`src/rtl/datapath_run_ctrl.sv`:
```
// Run controller for the single-cycle datapath: streams a program into
// instruction memory, then gates the datapath update enable for run/step/halt.
module datapath_run_ctrl #(
  parameter int         IMEM_AW     = 8,
  parameter logic [5:0] HALT_OPCODE = 6'b111111,
  parameter int         CNT_W       = 32
) (
  input  logic               clk,
  input  logic               rst,
  input  logic               cmd_valid,
  output logic               cmd_ready,
  input  logic [1:0]         cmd_op,
  input  logic [IMEM_AW:0]   cmd_len,
  input  logic               ld_valid,
  output logic               ld_ready,
  input  logic [31:0]        ld_data,
  output logic               imem_we,
  output logic [IMEM_AW-1:0] imem_waddr,
  output logic [31:0]        imem_wdata,
  output logic               dp_en,
  output logic               dp_clr,
  input  logic [31:0]        dp_pc,
  input  logic [31:0]        dp_instr,
  input  logic               bp_en,
  input  logic [31:0]        bp_addr,
  output logic               busy,
  output logic [1:0]         stop_reason,
  output logic [CNT_W-1:0]   cycle_cnt
);
  localparam logic [1:0] OP_LOAD = 2'd0;
  localparam logic [1:0] OP_RUN  = 2'd1;
  localparam logic [1:0] OP_STEP = 2'd2;
  localparam logic [1:0] OP_HALT = 2'd3;

  localparam logic [1:0] RSN_NONE    = 2'd0;
  localparam logic [1:0] RSN_HALT_OP = 2'd1;
  localparam logic [1:0] RSN_BP      = 2'd2;
  localparam logic [1:0] RSN_HOST    = 2'd3;

  localparam logic [IMEM_AW:0] MAX_LEN = {1'b1, {IMEM_AW{1'b0}}};
  localparam logic [IMEM_AW:0] CNT_ONE = {{IMEM_AW{1'b0}}, 1'b1};

  typedef enum logic [2:0] {S_IDLE, S_LOAD, S_RUN, S_STEP, S_STOPPED} state_t;

  state_t             state_reg, state_next;
  logic [IMEM_AW:0]   cnt_reg, cnt_next;
  logic [IMEM_AW:0]   len_reg, len_next;
  logic               we_reg, we_next;
  logic [IMEM_AW-1:0] waddr_reg, waddr_next;
  logic [31:0]        wdata_reg, wdata_next;
  logic               clr_reg, clr_next;
  logic               busy_reg, busy_next;
  logic [1:0]         reason_reg, reason_next;
  logic [CNT_W-1:0]   cyc_reg, cyc_next;
  logic               bp_skip_reg, bp_skip_next;

  logic       halt_op_hit, bp_hit, stop_hit, halt_fire, cmd_fire, ld_fire;
  logic [1:0] hit_reason;
  logic       unused_instr_bits;

  assign unused_instr_bits = ^dp_instr[25:0];

  assign halt_op_hit = (dp_instr[31:26] == HALT_OPCODE);
  assign bp_hit      = bp_en && (dp_pc == bp_addr) && !bp_skip_reg;
  assign stop_hit    = halt_op_hit || bp_hit;
  assign hit_reason  = halt_op_hit ? RSN_HALT_OP : RSN_BP;

  assign cmd_ready = (state_reg == S_IDLE) || (state_reg == S_STOPPED) ||
                     ((state_reg == S_RUN) && (cmd_op == OP_HALT));
  assign ld_ready  = (state_reg == S_LOAD) && (cnt_reg < len_reg);
  assign cmd_fire  = cmd_valid && cmd_ready;
  assign ld_fire   = ld_valid && ld_ready;
  assign halt_fire = (state_reg == S_RUN) && cmd_valid && (cmd_op == OP_HALT);
  assign dp_en     = ((state_reg == S_RUN) || (state_reg == S_STEP)) && !stop_hit && !halt_fire;

  assign imem_we     = we_reg;
  assign imem_waddr  = waddr_reg;
  assign imem_wdata  = wdata_reg;
  assign dp_clr      = clr_reg;
  assign busy        = busy_reg;
  assign stop_reason = reason_reg;
  assign cycle_cnt   = cyc_reg;

  always_ff @(posedge clk or negedge rst) begin
    if (!rst) begin
      state_reg   <= S_IDLE;
      cnt_reg     <= '0;
      len_reg     <= '0;
      we_reg      <= 1'b0;
      waddr_reg   <= '0;
      wdata_reg   <= '0;
      clr_reg     <= 1'b0;
      busy_reg    <= 1'b0;
      reason_reg  <= RSN_NONE;
      cyc_reg     <= '0;
      bp_skip_reg <= 1'b0;
    end else begin
      state_reg   <= state_next;
      cnt_reg     <= cnt_next;
      len_reg     <= len_next;
      we_reg      <= we_next;
      waddr_reg   <= waddr_next;
      wdata_reg   <= wdata_next;
      clr_reg     <= clr_next;
      busy_reg    <= busy_next;
      reason_reg  <= reason_next;
      cyc_reg     <= cyc_next;
      bp_skip_reg <= bp_skip_next;
    end
  end

  always_comb begin
    state_next   = state_reg;
    cnt_next     = cnt_reg;
    len_next     = len_reg;
    we_next      = 1'b0;
    waddr_next   = waddr_reg;
    wdata_next   = wdata_reg;
    clr_next     = 1'b0;
    reason_next  = reason_reg;
    cyc_next     = cyc_reg;
    bp_skip_next = bp_skip_reg;

    if (dp_en && !(&cyc_reg)) begin
      cyc_next = cyc_reg + CNT_W'(1);
    end

    case (state_reg)
      S_IDLE, S_STOPPED: begin
        if (cmd_fire) begin
          case (cmd_op)
            OP_LOAD: begin
              if (cmd_len != '0) begin
                state_next = S_LOAD;
                cnt_next   = '0;
                len_next   = (cmd_len > MAX_LEN) ? MAX_LEN : cmd_len;
              end
            end
            OP_RUN: begin
              state_next  = S_RUN;
              reason_next = RSN_NONE;
            end
            OP_STEP: begin
              state_next  = S_STEP;
              reason_next = RSN_NONE;
            end
            default: ;
          endcase
        end
      end
      S_LOAD: begin
        if (ld_fire) begin
          we_next    = 1'b1;
          waddr_next = cnt_reg[IMEM_AW-1:0];
          wdata_next = ld_data;
          cnt_next   = cnt_reg + CNT_ONE;
        end else if (we_reg && (cnt_reg == len_reg)) begin
          // Last word has just been written: restart the datapath from PC 0.
          state_next   = S_IDLE;
          clr_next     = 1'b1;
          cyc_next     = '0;
          reason_next  = RSN_NONE;
          bp_skip_next = 1'b0;
        end
      end
      S_RUN: begin
        bp_skip_next = 1'b0;
        if (stop_hit) begin
          state_next   = S_STOPPED;
          reason_next  = hit_reason;
          bp_skip_next = !halt_op_hit;
        end else if (halt_fire) begin
          state_next  = S_STOPPED;
          reason_next = RSN_HOST;
        end
      end
      S_STEP: begin
        state_next   = S_STOPPED;
        reason_next  = stop_hit ? hit_reason : RSN_HOST;
        bp_skip_next = stop_hit && !halt_op_hit;
      end
      default: state_next = S_IDLE;
    endcase

    busy_next = (state_next == S_LOAD) || (state_next == S_RUN) || (state_next == S_STEP);
  end

endmodule

```
`config.mk`:
```
export PLATFORM = sky130hd
export DESIGN_NAME = datapath_run_ctrl
export DESIGN_NICKNAME = d
export VERILOG_FILES = /design/src/rtl/datapath_run_ctrl.sv
export SDC_FILE = /design/constraint.sdc
export NUM_CORES = 1
export LEC_CHECK = 0
export CORE_MARGIN = 2
export CORE_UTILIZATION = 40
export CTS_BUF_LIST = sky130_fd_sc_hd__clkbuf_4
export CTS_CLUSTER_SIZE = 14
export DETAILED_ROUTE_END_ITERATION = 8
export PLACE_DENSITY = 0.71
export SLEW_MARGIN = 30
export SYNTH_ARGS = -nofsm -noshare
export SYNTH_HDL_FRONTEND = slang
export SYNTH_SLANG_ARGS = --single-unit
```
`constraint.sdc`:
```
create_clock -name clk -period 2.31 [get_ports clk]
set_input_delay 0.231 -clock clk [delete_from_list [all_inputs] [get_ports clk]]
set_output_delay 0.231 -clock clk [all_outputs]
set_load 0.05 [all_outputs]
```
# After elaboration in Yosys (flattened, before gate mapping)
# Cells that the tools add are included.
# op_classes
shifts,0
n_div,0
n_mul,0
n_reduce_logical,38
magnitude_cmp,2
addsub,2
eq_ne,21
bitwise_logic,0
muxes,36
# ops
operator,count
$mux W32,4
$mux W9,5
$add A32 B1 Y32 const B,1
$eq A32 B32 Y1,1
$reduce_and A32 Y1,1
$mux W3,6
$pmux W9 S2,1
$mux W2,8
$logic_and A1 B1 Y1,13
$eq A3 B2 Y1 const B,4
$pmux W3 S4,1
$ne A2 B2 Y1 const B,5
$add A9 B1 Y9 const B,1
$eq A9 B9 Y1,1
$gt A9 B9 Y1 const B,1
$lt A9 B9 Y1,1
$pmux W3 S3,1
$reduce_bool A9 Y1,1
$mux W1,8
$pmux W2 S4,1
$eq A3 B1 Y1 const B,2
$eq A6 B6 Y1 const B,1
$logic_or A1 B1 Y1,6
$reduce_and A6 Y1,1
17 further kinds,24
# word_totals
rom_bits,0
out_inout_bits,80
register_bits,99
elab_cells,110
n_memories,0
latch_bits,0
ramBits,0

# Depth between registers and ports, before layout
# Gate-level depths: netlist (run 1).
# logic_depth
depth_word,12
mapped_depth,12

# Least setup slack after synthesis (run 1)
# OpenSTA, ideal clock, no wires.
# synth_path
path_kind,reg-to-reg
startpoint,"register cyc_reg[0], in the netlist cycle_cnt[0]"
endpoint,"register cyc_reg[12], in the netlist cycle_cnt[12]"
setup_ps,78
path_slack_ps,-9
path_buffers,0
period_less_slack_ps,2319
t_arrival_ps,2241
stages_incl_launch_ff,8
cell_sequence,dfrtp_1 ha_1 and2_1 and2_1 and4_1 or3_1 or3_1 a21oi_1
# synth_between
elab_chain_cells,7
elab_cells_between_ends,8
# synth_lines
item,line_no,source
from (decl),54,"logic [CNT_W-1:0] cyc_reg, cyc_next;"
from (signal assigned),107,cyc_reg <= cyc_next;
"parallel branches: the longest is 3 deep, another holds $add A32 B1 Y32",--,
$mux W32 (*),124,if (dp_en && !(&cyc_reg)) begin
$mux W32,157,end else if (we_reg && (cnt_reg == len_reg)) begin
$mux W32,152,if (ld_fire) begin
$mux W32 (*),128,case (state_reg)
via cyc_next[12],54,
# Mark *: on every way through the listed nets, which the timed path passes.
# A chain may end at the register's enable or synchronous reset.

# Worst setup path after layout (run 1)
# layout_path
startpoint,register cnt_reg[4]
endpoint,output ld_ready
# layout_between
elab_chain_cells,2
# layout_lines
item,line_no,source
from (decl),46,"logic [IMEM_AW:0] cnt_reg, cnt_next;"
from (signal assigned),99,cnt_reg <= cnt_next;
$lt A9 B9 Y1,70,assign ld_ready = (state_reg == S_LOAD) && (cnt_reg < len_reg);
$logic_and A1 B1 Y1,70,
to (decl),15,"output logic ld_ready,"
# Every way passes these cells.

==> results.ini, run 1 <==
[worst_setup_path]
cp-start-kind = flop
arrival_ns = 2.18
r2r_end = cycle_cnt[14]$_DFF_PN0_
worst_ep_required_time_ns = 2.08
critPathKind = flop to primary output
rrSetupSlack_ns = 0
endpoint_kind = primary output
r2r_cells = 10
regToRegStartpoint = cnt_reg[1]$_DFFE_PN0P_
path_max_fanout = 3

[clock_tree]
cts_root_buffer = clkbuf_4
cts_sinks = 99
cts_buffers = 9
clkSlewWorstSetupHoldPaths_ns = 0.16
cts_tree = built
h-tree-depth = 3
clk_latency_ns = 0.49
cts_buffer_depth = 2

[detailed_routing]
vias = 5556
vias_per_cell = 5.347
dr.first_iter.drc_count = 428
drc = 0
wl_per_cell_um = 16.25
routed_wl_um = 16880
drt_first_pass_iters = 5
final_antenna_net_count = 0

[pwr]
comb_power_share_pct = 56.0
p_seq_share_pct = 31.5
p_clk_share_pct = 12.5
power_density_mw_per_mm2 = 982.2
ir_drop_mv = 0.6548
p_leak_uw = 0.003654
switching_power_uw = 3765
swShare_pct = 46.07
p_int_uw = 4407

[timing]
timing.slew.headroom_pct = 63.79
finalHoldViolCount = 0
setup_slack_ns = -0.1040
max_freq_ghz = 0.4143
skew_ns = 0.02146
finalSetupViolCount = 1
tightest_slew_ns = 0.5415
rsz0062_at_grt = yes
period_minus_slack_ns = 2.414
slew_viol_final = 0
period_share_pct = 104.5

[hold_path]
worstHoldEndpoint = imem_wdata[0]$_DFFE_PN0P_
hold_depth = 3
min_from = ld_data[0]
holdCritPathClass = input port to flop

[placed_design]
gp_congestion = 0.8673
place_hpwl_um = 12670
dp_cells = 1004
io_buffers = 197
pre_cts_ws_ns = -0.1168

[synth]
synth-edff-count = 0
syn_inst = 613
ys.flop_type = dfrtp_1
yosys_register_bits = 99
synth_nets = 772
avgSynthCellArea_sq_um = 8.865
yosys-top-cells-area = dfrtp_1 (46%), nand2_1 (11%), xnor2_1 (4.4%)
syn_area_sq_mm = 0.005434
ys_warn_count = 0
yosysUniqueCellTypes = 52
synth_top_area_share_pct = 45.59
ys_async_sr_fraction_pct = 100.0
synth_area_leader_cell = dfrtp_1
yosysSeqAreaShare_pct = 45.59

[global_route]
antenna_found_initial = 1
grt_pass1_vias = 5778
grt_pass1_wl_um = 27660
grt_max_degree = 41
gr-total-overflow = 0
grtUsageTotal_pct = 23.97

[die]
die_w_um = 120.6
dieArea_sq_mm = 0.01453
ioPinCount = 224
die_y_um = 120.6
initial_utilization_pct = 41.03
core_area_sq_mm = 0.01324
std_cell_rows = 42

[cells_and_area]
fin_nets = 1016
drive_gt1_share_pct = 12.99
layout_common_cells = clkdlybuf4s50_1 (193), nand2_1 (153), dfrtp_1 (97), buf_4 (56), a21oi_1 (29)
area_growth_syn_to_layout_pct = 53.12
stdcell_count = 1039
final_common_cell = clkdlybuf4s50_1

[status]
violations = negative setup slack
status = finished, violations left

[flow_run]
cap_violations = 0

stage by stage:
stage	hold WS [ns]	utilization (%)	power, uW	setup TNS (ns)	area [sq um]
final	0.2415	62.83	8172	-0.1040	8320
after global routing	0.2355	62.83	8637	-0.2326	8320
after CTS	0.2218	62.09	8090	-0.07574	8223
after detailed placement	0.2282	59.54	6862	-1.185	7885
after global placement	0.2264	59.54	6728	-0.3106	7885
after floorplan	-0.06459	-	5189	0	5435
worst max-delay path: stages (launching register included):
cell and delay, ns:
dfrtp_1 0.44, ha_4 0.28, nand4_1 0.16, o21bai_2 0.22, o21bai_1 0.11, buf_4 0.15
and3_4 0.18, buf_12 0.14
power groups by stage:
stage          registers, uW  clock network (uW)  logic, uW
4_1_cts                 2580                1040       4470
3_3_place_gp            2590                   0       4140
3_5_place_dp            2620                   0       4250
6_report                2570                1020       4580
5_1_grt                 2640                1120       4880
2_1_floorplan           3940                   0       1250
worst max-delay path by stage:
stage                         endpoint  cells after the start                   start
2_1_floorplan  cycle_cnt[12]$_DFF_PN0_                      7  cycle_cnt[1]$_DFF_PN0_
3_3_place_gp   cycle_cnt[20]$_DFF_PN0_                      9               cmd_op[0]
3_5_place_dp   cycle_cnt[20]$_DFF_PN0_                      9               cmd_op[0]
4_1_cts                       ld_ready                      7  cnt_reg[3]$_DFFE_PN0P_
5_1_grt                       ld_ready                      7  cnt_reg[4]$_DFFE_PN0P_
6_report                      ld_ready                      7  cnt_reg[4]$_DFFE_PN0P_
cells in the mapped netlist, types with 3 or more instances:
master and count:
nor3_1 11, o21bai_1 3, nand3b_1 9, a31o_2 3
xor2_1 4, nand4_1 27, and2_1 6, a211o_1 3
o211ai_1 4, ha_1 15, o31ai_1 12, xnor2_1 27
clkbuf_1 10, nor4_1 5, or3_1 12, a22o_1 3
nor2_1 20, inv_1 22, buf_2 8, buf_4 8
nand2b_1 6, mux2i_1 7, or4_1 15, nand3_2 3
a21oi_1 31, nand2_1 154, dfrtp_1 99, o21ai_0 25
nand3_1 21, and4_1 6, and3_1 10
layer usage:
layer	global-route usage (%)	vias up	share of wire [%]
met5	0	-	0
li1	-	2643	-
met3	3.632	29	5.7
met1	28.12	2688	39
met2	43.57	196	53
met4	9.811	0	2.1
final cells by class:
| cell class | instances | area, sq um |
|---|---|---|
| sequential | 99 | 2480 |
| clock inverter | 6 | 80.08 |
| multi-input combinational | 464 | 2833 |
| clock buffer | 10 | 75.07 |
| antenna | 1 | 2.502 |
| timing repair buffer | 259 | 2537 |
| tap | 176 | 220.2 |
| inverter | 24 | 92.59 |
| fill | 1145 | 4922 |
cells by family after synthesis:
| group | Yosys count | share of synthesized area (%) |
|---|---|---|
| AND/OR/NAND/NOR | 315 | 29.13 |
| flip-flops | 99 | 45.59 |
| AO/OA/AOI/OAI | 96 | 11.35 |
| buffers and inverters | 50 | 4.191 |
| XOR/XNOR | 31 | 4.997 |
| adder cells (fa/ha/maj) | 15 | 3.454 |
| multiplexers | 7 | 1.289 |
repair_timing:
item                       CTS  global route
pin swaps                    7             5
hold buffers                 1             0
hold endpoints to repair    36             0
resized for setup           10            16
buffers inserted            12             4
setup endpoints to repair    2            68
gates cloned                 1             0
(Power assumes the default switching activity.)
==> inputs of run 2 (changes only) <==
--- a/config.mk
+++ b/config.mk
@@ -10,7 +10,9 @@
 export CTS_BUF_LIST = sky130_fd_sc_hd__clkbuf_4
 export CTS_CLUSTER_SIZE = 14
 export DETAILED_ROUTE_END_ITERATION = 8
+export MAX_ROUTING_LAYER = met4
 export PLACE_DENSITY = 0.71
+export RECOVER_POWER = 50
 export SLEW_MARGIN = 30
 export SYNTH_ARGS = -nofsm -noshare
 export SYNTH_HDL_FRONTEND = slang
==> run 2 against run 1 <==
  * The run still ends with negative setup slack left
  * Total power up 0.55%
  * Highest routed layer unchanged
  * Maximum frequency up 1.2%
  * First-iteration DRC count down 18%
  * Routed wire length down 1.2%
  * Largest cell class unchanged
  * Critical path depth unchanged
==> results.ini, run 2 (same netlist as run 1, synthesis figures left out) <==
[status]
violations = negative setup slack
status = finished, violations left

[global_route]
gr-total-overflow = 0
antenna_found_initial = 1
grt_pass1_vias = 5518
grtUsageTotal_pct = 23.70
grt_pass1_wl_um = 26630
grt_max_degree = 56

[detailed_routing]
routed_wl_um = 16680
drt_first_pass_iters = 5
vias_per_cell = 5.337
final_antenna_net_count = 0
wl_per_cell_um = 16.14
drc = 0
vias = 5513
dr.first_iter.drc_count = 352

[cells_and_area]
drive_gt1_share_pct = 12.73
area_growth_syn_to_layout_pct = 52.24
fillCellCount = 1138
design_area_sq_mm = 0.008273
layout_common_cells = clkdlybuf4s50_1 (171), nand2_1 (154), dfrtp_1 (96), buf_4 (48), a21oi_1 (30)
seq_area_sq_mm = 0.002481
fin_nets = 1011
final_common_cell = clkdlybuf4s50_1
stdcell_count = 1033
multi_input_area_sq_mm = 0.002844

[flow_run]
cap_violations = 0

[timing]
period_minus_slack_ns = 2.385
setup_slack_ns = -0.07487
period_share_pct = 103.2
tightest_slew_ns = 1.171
skew_ns = 0.01823
timing.slew.headroom_pct = 21.94
finalSetupViolCount = 1
slew_viol_final = 0
rsz0062_at_grt = yes
tns_ns = -0.07487
max_freq_ghz = 0.4193
finalHoldViolCount = 0

[clock_tree]
clkSlewWorstSetupHoldPaths_ns = 0.16
cts_tree = built
cts_buffers = 9
cts_buffer_depth = 2
clk_latency_ns = 0.47
h-tree-depth = 3
cts_sinks = 99
cts_root_buffer = clkbuf_4

[die]
std_cell_rows = 42
die_w_um = 120.6
die_y_um = 120.6
initial_utilization_pct = 41.03
core_area_sq_mm = 0.01324
ioPinCount = 224
dieArea_sq_mm = 0.01453

[placed_design]
pre_cts_ws_ns = -0.1540
io_buffers = 197
dp_cells = 999
post_dp_cell_area_sq_mm = 0.007848
gp_congestion = 0.9071
place_hpwl_um = 12240

[worst_setup_path]
critPathKind = flop to primary output
path_max_fanout = 5
arrival_ns = 2.15
cp-start-kind = flop
worst_ep_required_time_ns = 2.08
endpoint_kind = primary output

[pwr]
ir_drop_mv = 0.5975
fin_total_pwr_uw = 8217
p_leak_uw = 0.003649
power_density_mw_per_mm2 = 993.2

[hold_path]
holdCritPathClass = input port to flop

==> run 2: critical path, stage by stage (launching register included) <==
cell,delay [ns]
dfrtp_1,0.45
ha_4,0.29
nand4_1,0.14
o21bai_1,0.21
o21bai_1,0.10
buf_4,0.16
and3_4,0.19
buf_12,0.14
==> run 2: where the power goes <==
part	internal, uW	switching (uW)	total, uW
Sequential	2250	322	2570
Combinational	1650	2850	4500
Clock	554	587	1140
==> run 2: repair_timing <==
action / in CTS / in global routing
hold endpoints to repair: 59 / 0
setup endpoints to repair: 3 / 47
gates cloned: 1 / 0
hold buffers: 1 / 0
resized for setup: 10 / 21
pin swaps: 6 / 11
buffers inserted: 7 / 9
==> run 2: stage by stage <==
step | hold slack [ns] | utilization [%]
after floorplan | -0.06459 | -
after global placement | 0.1391 | 59.26
after global routing | 0.2389 | 62.47
final | 0.2636 | 62.47
after CTS | 0.1424 | 61.73
after detailed placement | 0.1434 | 59.26
==> run 2: area by class of cell <==
type	instances	share of cell area [%]
Multi-Input combinational cell	464	34.38
Sequential cell	99	29.99
Timing Repair Buffer	254	29.67
Tap cell	176	2.662
Clock inverter	5	1.240
Inverter	24	1.119
Clock buffer	10	0.9074
Antenna cell	1	0.03025
==> run 2: path summary, 6_finish.rpt <==
check,startpoint,cells past startpoint,to,slack (ns)
setup / recovery,cnt_reg[4]$_DFFE_PN0P_,7,ld_ready,-0.07
hold / removal,ld_data[17],3,imem_wdata[17]$_DFFE_PN0P_,0.26
setup reg to reg,cnt_reg[1]$_DFFE_PN0P_,10,cycle_cnt[14]$_DFF_PN0_,0.04
hold reg to reg,imem_wdata[13]$_DFFE_PN0P_,2,imem_wdata[13]$_DFFE_PN0P_,0.49
max in group asynchronous,rst,3,cycle_cnt[18]$_DFF_PN0_,0.27
min in group asynchronous,rst,2,imem_wdata[27]$_DFFE_PN0P_,0.50
==> run 2: per-layer routing <==
layer	wire length, um	share of wire [%]	global-route usage [%]	vias up
met4	218	1.3	7.413	0
met3	812	4.9	2.783	23
met5	0	0	-	-
li1	-	-	-	2633
met2	8838	53	42.94	216
met1	6807	41	27.43	2641
